File: config.mk
export PLATFORM = sky130hd
export DESIGN_NAME = obstacle_scheduler
export DESIGN_NICKNAME = d
export VERILOG_FILES = /design/src/rtl/dino_pkg.sv /design/src/rtl/obstacle_scheduler_lfsr16.sv /design/src/rtl/obstacle_scheduler.sv
export SDC_FILE = /design/constraint.sdc
export NUM_CORES = 1
export LEC_CHECK = 0
export BUFFER_PORTS_ARGS = -buffer_cell sky130_fd_sc_hd__buf_4
export CAP_MARGIN = 25
export CORE_UTILIZATION = 62
export DETAILED_ROUTE_END_ITERATION = 12
export PLACE_DENSITY = 0.84
export RECOVER_POWER = 25
export SYNTH_ARGS = -nofsm -noshare
export SYNTH_HDL_FRONTEND = slang
export SYNTH_SLANG_ARGS = --single-unit
File: constraint.sdc
create_clock -name clk -period 5.4 [get_ports clk]
set_clock_uncertainty 0.05 [all_clocks]
set_input_delay 0.27 -clock clk [delete_from_list [all_inputs] [get_ports clk]]
set_output_delay 0.27 -clock clk [all_outputs]
set_load 0.05 [all_outputs]
File: src/rtl/dino_pkg.sv
// Shared constants and encodings for the obstacle scheduler.
package dino_pkg;

  typedef enum logic [1:0] {
    ST_IDLE = 2'd0,
    ST_RUN  = 2'd1,
    ST_HALT = 2'd2
  } state_e;

  typedef enum logic [1:0] {
    OBS_CACTUS_S = 2'b00,
    OBS_CACTUS_L = 2'b01,
    OBS_BIRD_LO  = 2'b10,
    OBS_BIRD_HI  = 2'b11
  } obst_type_e;

  localparam logic [7:0]  SPAWN_X   = 8'd200;
  localparam logic [5:0]  MIN_GAP   = 6'd24;
  localparam logic [2:0]  MAX_SPEED = 3'd4;
  localparam logic [15:0] LFSR_SEED = 16'hACE1;

  // Fibonacci step, taps 16,14,13,11 (bit indices 15,13,12,10), shifting left.
  function automatic logic [15:0] lfsr_next(input logic [15:0] s);
    return {s[14:0], s[15] ^ s[13] ^ s[12] ^ s[10]};
  endfunction

endpackage

File: src/rtl/obstacle_scheduler_lfsr16.sv
// Free-running 16-bit LFSR; advances every clock regardless of game state.
module lfsr16
  import dino_pkg::*;
(
  input  logic        clk,
  input  logic        reset,
  output logic [15:0] q
);

  always_ff @(posedge clk or posedge reset) begin
    if (reset) q <= LFSR_SEED;
    else       q <= lfsr_next(q);
  end

endmodule

File: src/rtl/obstacle_scheduler.sv
// Two-slot obstacle scheduler: spawns, scrolls and retires obstacles while running.
module obstacle_scheduler
  import dino_pkg::*;
(
  input  logic       clk,
  input  logic       reset,
  input  logic [1:0] game_tick,
  input  logic       game_start_pulse,
  input  logic       game_over_pulse,
  output logic [7:0] obst0_x,
  output logic [7:0] obst1_x,
  output logic [1:0] obst0_type,
  output logic [1:0] obst1_type,
  output logic       obst0_valid,
  output logic       obst1_valid,
  output logic [2:0] speed,
  output logic       spawn_pulse,
  output logic       running
);

  state_e           state_q, state_d;
  logic [1:0][7:0]  x_q, x_d;
  logic [1:0][1:0]  type_q, type_d;
  logic [1:0]       valid_q, valid_d;
  logic [2:0]       speed_q, speed_d;
  logic [5:0]       gap_q, gap_d;
  logic [5:0]       diff_q, diff_d;
  logic             spawn_q, spawn_d;
  logic             running_q;
  logic             sel;
  logic [15:0]      lfsr_q;
  logic             unused_lfsr;

  lfsr16 u_lfsr (.clk(clk), .reset(reset), .q(lfsr_q));
  assign unused_lfsr = ^lfsr_q[15:7];

  always_comb begin
    state_d = state_q;
    case (state_q)
      ST_IDLE, ST_HALT: if (game_start_pulse) state_d = ST_RUN;
      ST_RUN:           if (game_over_pulse)  state_d = ST_HALT;
      default:          state_d = ST_IDLE;
    endcase
  end

  always_comb begin
    x_d     = x_q;
    type_d  = type_q;
    valid_d = valid_q;
    speed_d = speed_q;
    gap_d   = gap_q;
    diff_d  = diff_q;
    spawn_d = 1'b0;
    sel     = 1'b0;
    if (state_q != ST_RUN && state_d == ST_RUN) begin
      valid_d = '0;
      speed_d = 3'd1;
      gap_d   = MIN_GAP;
      diff_d  = '0;
    end else if (state_q == ST_RUN && state_d == ST_RUN) begin
      if (game_tick[0]) begin
        for (int i = 0; i < 2; i++) begin
          if (valid_q[i]) begin
            if (x_q[i] < {5'd0, speed_q}) valid_d[i] = 1'b0;
            else                          x_d[i]     = x_q[i] - {5'd0, speed_q};
          end
        end
        // Spawn looks at post-motion occupancy so a slot freed this tick is reusable.
        if (gap_q != '0) begin
          gap_d = gap_q - 6'd1;
        end else if (!(valid_d[0] && valid_d[1])) begin
          sel          = valid_d[0];
          x_d[sel]     = SPAWN_X;
          type_d[sel]  = lfsr_q[1:0];
          valid_d[sel] = 1'b1;
          gap_d        = MIN_GAP + {1'b0, lfsr_q[6:2]};
          spawn_d      = 1'b1;
        end
      end
      if (game_tick[1]) begin
        diff_d = diff_q + 6'd1;
        if (diff_q == 6'd63 && speed_q < MAX_SPEED) speed_d = speed_q + 3'd1;
      end
    end
  end

  always_ff @(posedge clk or posedge reset) begin
    if (reset) begin
      state_q   <= ST_IDLE;
      x_q       <= '0;
      type_q    <= '0;
      valid_q   <= '0;
      speed_q   <= 3'd1;
      gap_q     <= MIN_GAP;
      diff_q    <= '0;
      spawn_q   <= 1'b0;
      running_q <= 1'b0;
    end else begin
      state_q   <= state_d;
      x_q       <= x_d;
      type_q    <= type_d;
      valid_q   <= valid_d;
      speed_q   <= speed_d;
      gap_q     <= gap_d;
      diff_q    <= diff_d;
      spawn_q   <= spawn_d;
      running_q <= (state_d == ST_RUN);
    end
  end

  assign obst0_x     = x_q[0];
  assign obst1_x     = x_q[1];
  assign obst0_type  = type_q[0];
  assign obst1_type  = type_q[1];
  assign obst0_valid = valid_q[0];
  assign obst1_valid = valid_q[1];
  assign speed       = speed_q;
  assign spawn_pulse = spawn_q;
  assign running     = running_q;

endmodule

==> flow_metrics.py, run 1 <==
metrics = {
    "run_status": {
        "status": "finished, violations left",
        "violations": "capacitance limit, slew limit",
    },
    "placement": {
        "globalplace.congestion": 0.8792,
        "numPortBuffers": 32,
        "dp.final_hpwl_microns": 3915,
        "placed_cells": 333,
    },
    "die": {
        "io_pins": 33,
        "die_area_sq_um": 4658,
        "die_w_microns": 68.25,
        "die_h_microns": 68.25,
        "rows": 23,
        "start_util_pct": 66.13,
        "core_sq_um": 4115,
    },
    "grt": {
        "grt_pass1_wl_microns": 8983,
        "grt_start_max_net_pins": 58,
        "grt_pass1_vias": 1978,
        "grt.total_usage_pct": 27.47,
        "antenna_found_initial": 0,
        "grt.overflow.total": 0,
    },
    "critical_path": {
        "path_class": "flip-flop to flip-flop",
        "cp_data_required_time_ns": 5.58,
        "critPathMaxFanout": 5,
        "worstPathArrival_ns": 3.37,
        "end_kind": "flip-flop",
        "cp-start-kind": "flip-flop",
    },
    "logic_synthesis": {
        "synth.avg_cell_area_sq_um": 10.71,
        "synth_nets": 272,
        "netlist_area_sq_um": 2721,
        "ys_warn_count": 0,
        "yosysSeqAreaShare_pct": 52.92,
        "synth-edff-count": 0,
        "synth_cell_types": 51,
        "async_flop_share_pct": 100.0,
        "synth_seq_cells": 57,
        "synth_flop_cell": "dfrtp_1",
        "synth_cells": 254,
    },
    "timing": {
        "tightestPinTransition_ns": 2.926,
        "hold_violations": 0,
        "rsz0062_at_grt": "no",
        "fmax_ghz": 0.3137,
        "finalSetupViolations": 0,
        "final_max_slew_viol_count": 58,
        "finalSetupTns_ns": 0,
        "fin_crit_ns": 3.188,
        "fin_crit_sh_pct": 59.03,
        "timing.slew.headroom_pct": -95.04,
    },
    "route": {
        "drc_errors": 0,
        "routed_wl_microns": 5856,
        "firstDrtPassIters": 4,
        "vias": 2102,
        "viasPerCell": 6.006,
        "wire_per_inst_microns": 16.73,
        "antenna_left": 0,
        "drt_iter0_drc": 183,
    },
    "finish": {
        "fin_cells": 350,
        "area_delta_synth_final_pct": 19.63,
        "layout.nets": 313,
        "final_common_cell": "dfrtp_1",
        "final_cell_mix": "dfrtp_1, buf_4, nor2_1, nand2_1, inv_1",
        "n_antenna_cell": 0,
        "drive_gt1_share_pct": 24.00,
    },
    "clock_tree": {
        "cts_made_buffers": 9,
        "post-cts-setup-buffers": 0,
        "cts_root_buf": "clkbuf_8",
        "cts.clk_slew.worst_paths_ns": 0.07,
        "clock_sinks": 57,
        "clkLatencyLatePin_ns": 0.34,
        "hold_buffers": 0,
        "cts_resized": 0,
        "ctsLongestPathBuffers": 2,
        "cts-htree-levels": 3,
        "tritoncts": "built",
    },
    "pwr": {
        "p_per_area_nw_per_um2": 368.1,
        "power.leakage_nw": 1.534,
        "vdd_drop_max_mv": 0.2578,
    },
    "worst_hold_path": {
        "hp-class": "input port to flip-flop",
    },
    "run": {
        "max-cap-violations": 1,
    },
}
==> final timing paths <==
kind,startpoint,end,slack (ns),cells past startpoint
min reg2reg,u_lfsr.q[14]$_DFF_PP0_,u_lfsr.q[15]$_DFF_PP1_,0.30,0
max in group asynchronous,reset,obst0_x[0]$_DFFE_PP0P_,2.65,3
max,speed[0]$_DFFE_PP1P_,obst1_type[1]$_DFFE_PP0P_,2.21,8
min in group asynchronous,reset,u_lfsr.q[8]$_DFF_PP0_,1.00,3
max reg2reg,speed[0]$_DFFE_PP1P_,obst1_type[1]$_DFFE_PP0P_,2.21,8
min,game_over_pulse,state_q[0]$_DFF_PP0_,0.11,2
==> where the power goes <==
part           internal (mW)  switching, mW
logic                 0.0815          0.139
clock network          0.318          0.169
registers              0.457         0.0336
total                  0.856          0.342
==> cell families after synthesis <==
family	count (synthesis)	synth area share, %
flip-flops	57	52.92
XOR/XNOR	11	3.540
AO/OA/AOI/OAI	55	13.61
AND/OR/NAND/NOR	88	16.92
multiplexers	9	3.586
adder cells (fa/ha/maj)	12	6.069
buffers and inverters	22	3.356
==> registers in the layout (all words and copies together) (netlist names) <==
name and count:
diff_q 6, gap_q 6, obst0_type 2, obst0_x 8
obst1_type 2, obst1_x 8, running 1, spawn_pulse 1
speed 3, state_q 2, u_lfsr.q 16, valid_q 2
==> layer usage <==
layer	share of wire, %	GRT usage, %
met2	50	44.73
met1	43	33.62
met4	1.6	14.06
met3	5.1	6.833
met5	0	0
==> cell usage after synthesis (all sizes together), types with 3 or more instances <==
| master | count | area (sq um) |
|---|---|---|
| nand4 | 3 | 18.77 |
| a21oi | 13 | 65.06 |
| nand3 | 6 | 30.03 |
| xor2 | 7 | 61.31 |
| a22oi | 3 | 22.52 |
| mux2i | 3 | 30.03 |
| inv | 18 | 67.56 |
| o31ai | 3 | 22.52 |
| nor2b | 4 | 25.02 |
| nor3 | 9 | 55.05 |
| nand2 | 23 | 86.33 |
| nor4 | 3 | 25.02 |
| o21ai | 14 | 70.06 |
| or3 | 3 | 20.02 |
| ha | 10 | 125.1 |
| mux2 | 6 | 67.56 |
| a22o | 4 | 35.03 |
| dfstp | 11 | 289.0 |
| nor2 | 24 | 90.09 |
| xnor2 | 4 | 35.03 |
| dfrtp | 46 | 1151 |
| nand2b | 4 | 25.02 |
==> critical path: stages, from the launching register on <==
cell      delay [ns]
dfstp_2         0.59
ha_1            0.19
inv_1           0.06
fa_1            0.41
a2111o_1        0.50
nor4_2          0.36
nor2_1          0.18
nor3_2          0.37
mux2_2          0.38
==> stage by stage <==
step | worst slack, ns | cell area [sq um] | total power [mW] | utilization (%) | hold slack, ns
floorplan | 2.289 | 2721 | 0.6550 | - | 0.2812
global placement | 2.388 | 3008 | 0.7069 | 73.09 | 0.2869
detailed placement | 2.270 | 3008 | 0.7136 | 73.09 | 0.2886
CTS | 2.208 | 3252 | 1.200 | 79.02 | 0.1038
global route | 1.989 | 3256 | 1.244 | 79.11 | 0.1324
finish | 2.212 | 3256 | 1.199 | 79.11 | 0.1141
==> cell type report <==
| class | count | area (sq um) |
|---|---|---|
| Sequential cell | 57 | 1440 |
| Multi-Input combinational cell | 175 | 1190 |
| Fill cell | 279 | 859.6 |
| Timing Repair Buffer | 34 | 251.5 |
| Clock buffer | 11 | 141.4 |
| Clock inverter | 5 | 102.6 |
| Inverter | 18 | 67.56 |
| Tap cell | 50 | 62.56 |
Note: power is estimated with default switching activity, not from simulation.
==> run 2: changes to the inputs <==
Settings changed: CORE_UTILIZATION 62 to 57, PLACE_DENSITY 0.84 to 0.78.
Clock period 5.4 ns to 3.25 ns, I/O delays scaled along.
==> flow_metrics.py, run 2 (same netlist as run 1, synthesis figures left out) <==
metrics = {
    "run_status": {
        "status": "finished, violations left",
        "violations": "capacitance limit, slew limit",
    },
    "clock_tree": {
        "clkLatencyLatePin_ns": 0.33,
        "ctsLongestPathBuffers": 2,
        "cts-htree-levels": 3,
        "clock_sinks": 57,
        "cts_made_buffers": 9,
        "cts.clk_slew.worst_paths_ns": 0.06,
        "tritoncts": "built",
        "cts_root_buf": "clkbuf_8",
    },
    "timing": {
        "tightestPinTransition_ns": 1.504,
        "fin_crit_sh_pct": 90.49,
        "final_max_slew_viol_count": 43,
        "hold_violations": 0,
        "finalSetupTns_ns": 0,
        "timing.slew.headroom_pct": -0.3944,
        "fin_ws_ns": 0.3092,
        "fin_crit_ns": 2.941,
        "rsz0062_at_grt": "no",
        "fmax_ghz": 0.3400,
        "finalSetupViolations": 0,
    },
    "pwr": {
        "p_switching_mw": 0.5399,
        "power.leakage_nw": 1.498,
        "p_int_mw": 1.266,
        "p_per_area_nw_per_um2": 562.7,
        "vdd_drop_max_mv": 0.3756,
        "clkPwrFrac_pct": 35.0,
        "switching_share_pct": 29.90,
        "p_seq_share_pct": 45.1,
        "p_comb_share_pct": 20.0,
    },
    "die": {
        "die_area_sq_um": 5055,
        "io_pins": 33,
        "die_h_microns": 71.10,
        "start_util_pct": 60.82,
        "rows": 24,
        "core_sq_um": 4474,
        "die_w_microns": 71.10,
    },
    "critical_path": {
        "crit_path_cell_trace": "ha_1 -> inv_1 -> fa_1 -> a2111o_1 -> o41ai_2 -> o31a_1 -> a21oi_1 -> a311oi_1",
        "critPathSlowestCell": "dfstp_2",
        "path_class": "flip-flop to flip-flop",
        "critPathMaxStageDelay_ns": 0.58,
        "worstPathArrival_ns": 3.11,
        "cp-start-kind": "flip-flop",
        "cp_data_required_time_ns": 3.42,
        "critPathMaxFanout": 10,
        "end_kind": "flip-flop",
    },
    "route": {
        "wire_per_inst_microns": 15.41,
        "firstDrtPassIters": 6,
        "vias": 2068,
        "routed_wl_microns": 5485,
        "antenna_left": 0,
        "drc_errors": 0,
        "viasPerCell": 5.809,
        "drt_iter0_drc": 159,
    },
    "finish": {
        "final_cell_mix": "dfrtp_1, buf_4, nor2_1, nand2_1, inv_1",
        "drive_gt1_share_pct": 20.72,
        "multiInputGateArea_sq_um": 1190,
        "regArea_sq_um": 1440,
        "final_common_cell": "dfrtp_1",
        "area_delta_synth_final_pct": 17.93,
        "top_register": "u_lfsr.q",
        "n_antenna_cell": 0,
        "fill_cells": 343,
        "largest_register_ffs": 16,
        "layout.nets": 317,
    },
    "grt": {
        "grt_pass1_vias": 2039,
        "antenna_found_initial": 0,
        "grt_pass1_wl_microns": 9777,
        "grt.overflow.total": 0,
        "grt_start_max_net_pins": 43,
        "grt.total_usage_pct": 25.94,
    },
    "worst_hold_path": {
        "hp-class": "input port to flip-flop",
    },
    "placement": {
        "dp.final_hpwl_microns": 3903,
        "place_ws_ns": 0.3336,
        "numPortBuffers": 32,
        "globalplace.congestion": 0.8042,
    },
    "run": {
        "max-cap-violations": 1,
    },
}
run 2: layout make-up:
type                            count  area share (%)
Timing Repair Buffer               38           8.031
Inverter                           18           2.105
Clock buffer                       13           4.639
Tap cell                           52           2.027
Multi-Input combinational cell    175           37.08
Sequential cell                    57           44.87
Clock inverter                      3           1.248
run 2: per-layer routing:
metal  vias to the layer above  GRT usage, %  part of all wire, %
li1                        990             -                    -
met1                      1022         36.53                   48
met2                        52         37.93                   47
met3                         4         7.265                  4.6
met4                         0         11.33                 0.97
met5                         -             0                    0
run 2: critical path: cells and delay by family (launching register included):
family / cells / cell delay, ns
AO/OA/AOI/OAI: 5 / 1.57
buffers and inverters: 1 / 0.06
flip-flops: 1 / 0.58
adder cells (fa/ha/maj): 2 / 0.59
run 2: power groups by stage:
| stage | Combinational [mW] | Sequential (mW) | Clock (mW) |
|---|---|---|---|
| floorplan | 0.201 | 0.887 | 0 |
| global placement | 0.353 | 0.823 | 0 |
| detailed placement | 0.365 | 0.825 | 0 |
| CTS | 0.367 | 0.813 | 0.649 |
| global route | 0.401 | 0.821 | 0.687 |
| finish | 0.361 | 0.814 | 0.631 |
run 2: what timing repair did:
action	4_1_cts	5_1_grt
buffers inserted	0	0
gates resized for setup	0	0
hold buffers	1	0
endpoints found under the hold margin	31	0
run 2: final timing paths:
path	startpoint	endpoint	slack (ns)	cells past startpoint
hold reg to reg	u_lfsr.q[8]$_DFF_PP0_	u_lfsr.q[9]$_DFF_PP0_	0.30	0
min in group asynchronous	reset	u_lfsr.q[3]$_DFF_PP0_	0.80	3
setup / recovery	speed[0]$_DFFE_PP1P_	gap_q[5]$_DFFE_PP0P_	0.31	8
setup reg to reg	speed[0]$_DFFE_PP1P_	gap_q[5]$_DFFE_PP0P_	0.31	8
max in group asynchronous	reset	gap_q[4]$_DFFE_PP1P_	1.32	4
hold / removal	game_over_pulse	running$_DFF_PP0_	0.02	2
run 2: metrics by stage:
step / std cells / cell area (sq um) / total power, mW / util [%] / hold slack, ns
finish: 356 / 3209 / 1.806 / 71.73 / 0.01848
global placement: 338 / 3033 / 1.176 / 67.79 / 0.2851
global route: 356 / 3209 / 1.909 / 71.73 / 0.03649
CTS: 356 / 3243 / 1.829 / 72.48 / 0.002754
floorplan: 254 / 2721 / 1.088 / - / 0.2212
detailed placement: 339 / 3044 / 1.190 / 68.04 / 0.2905
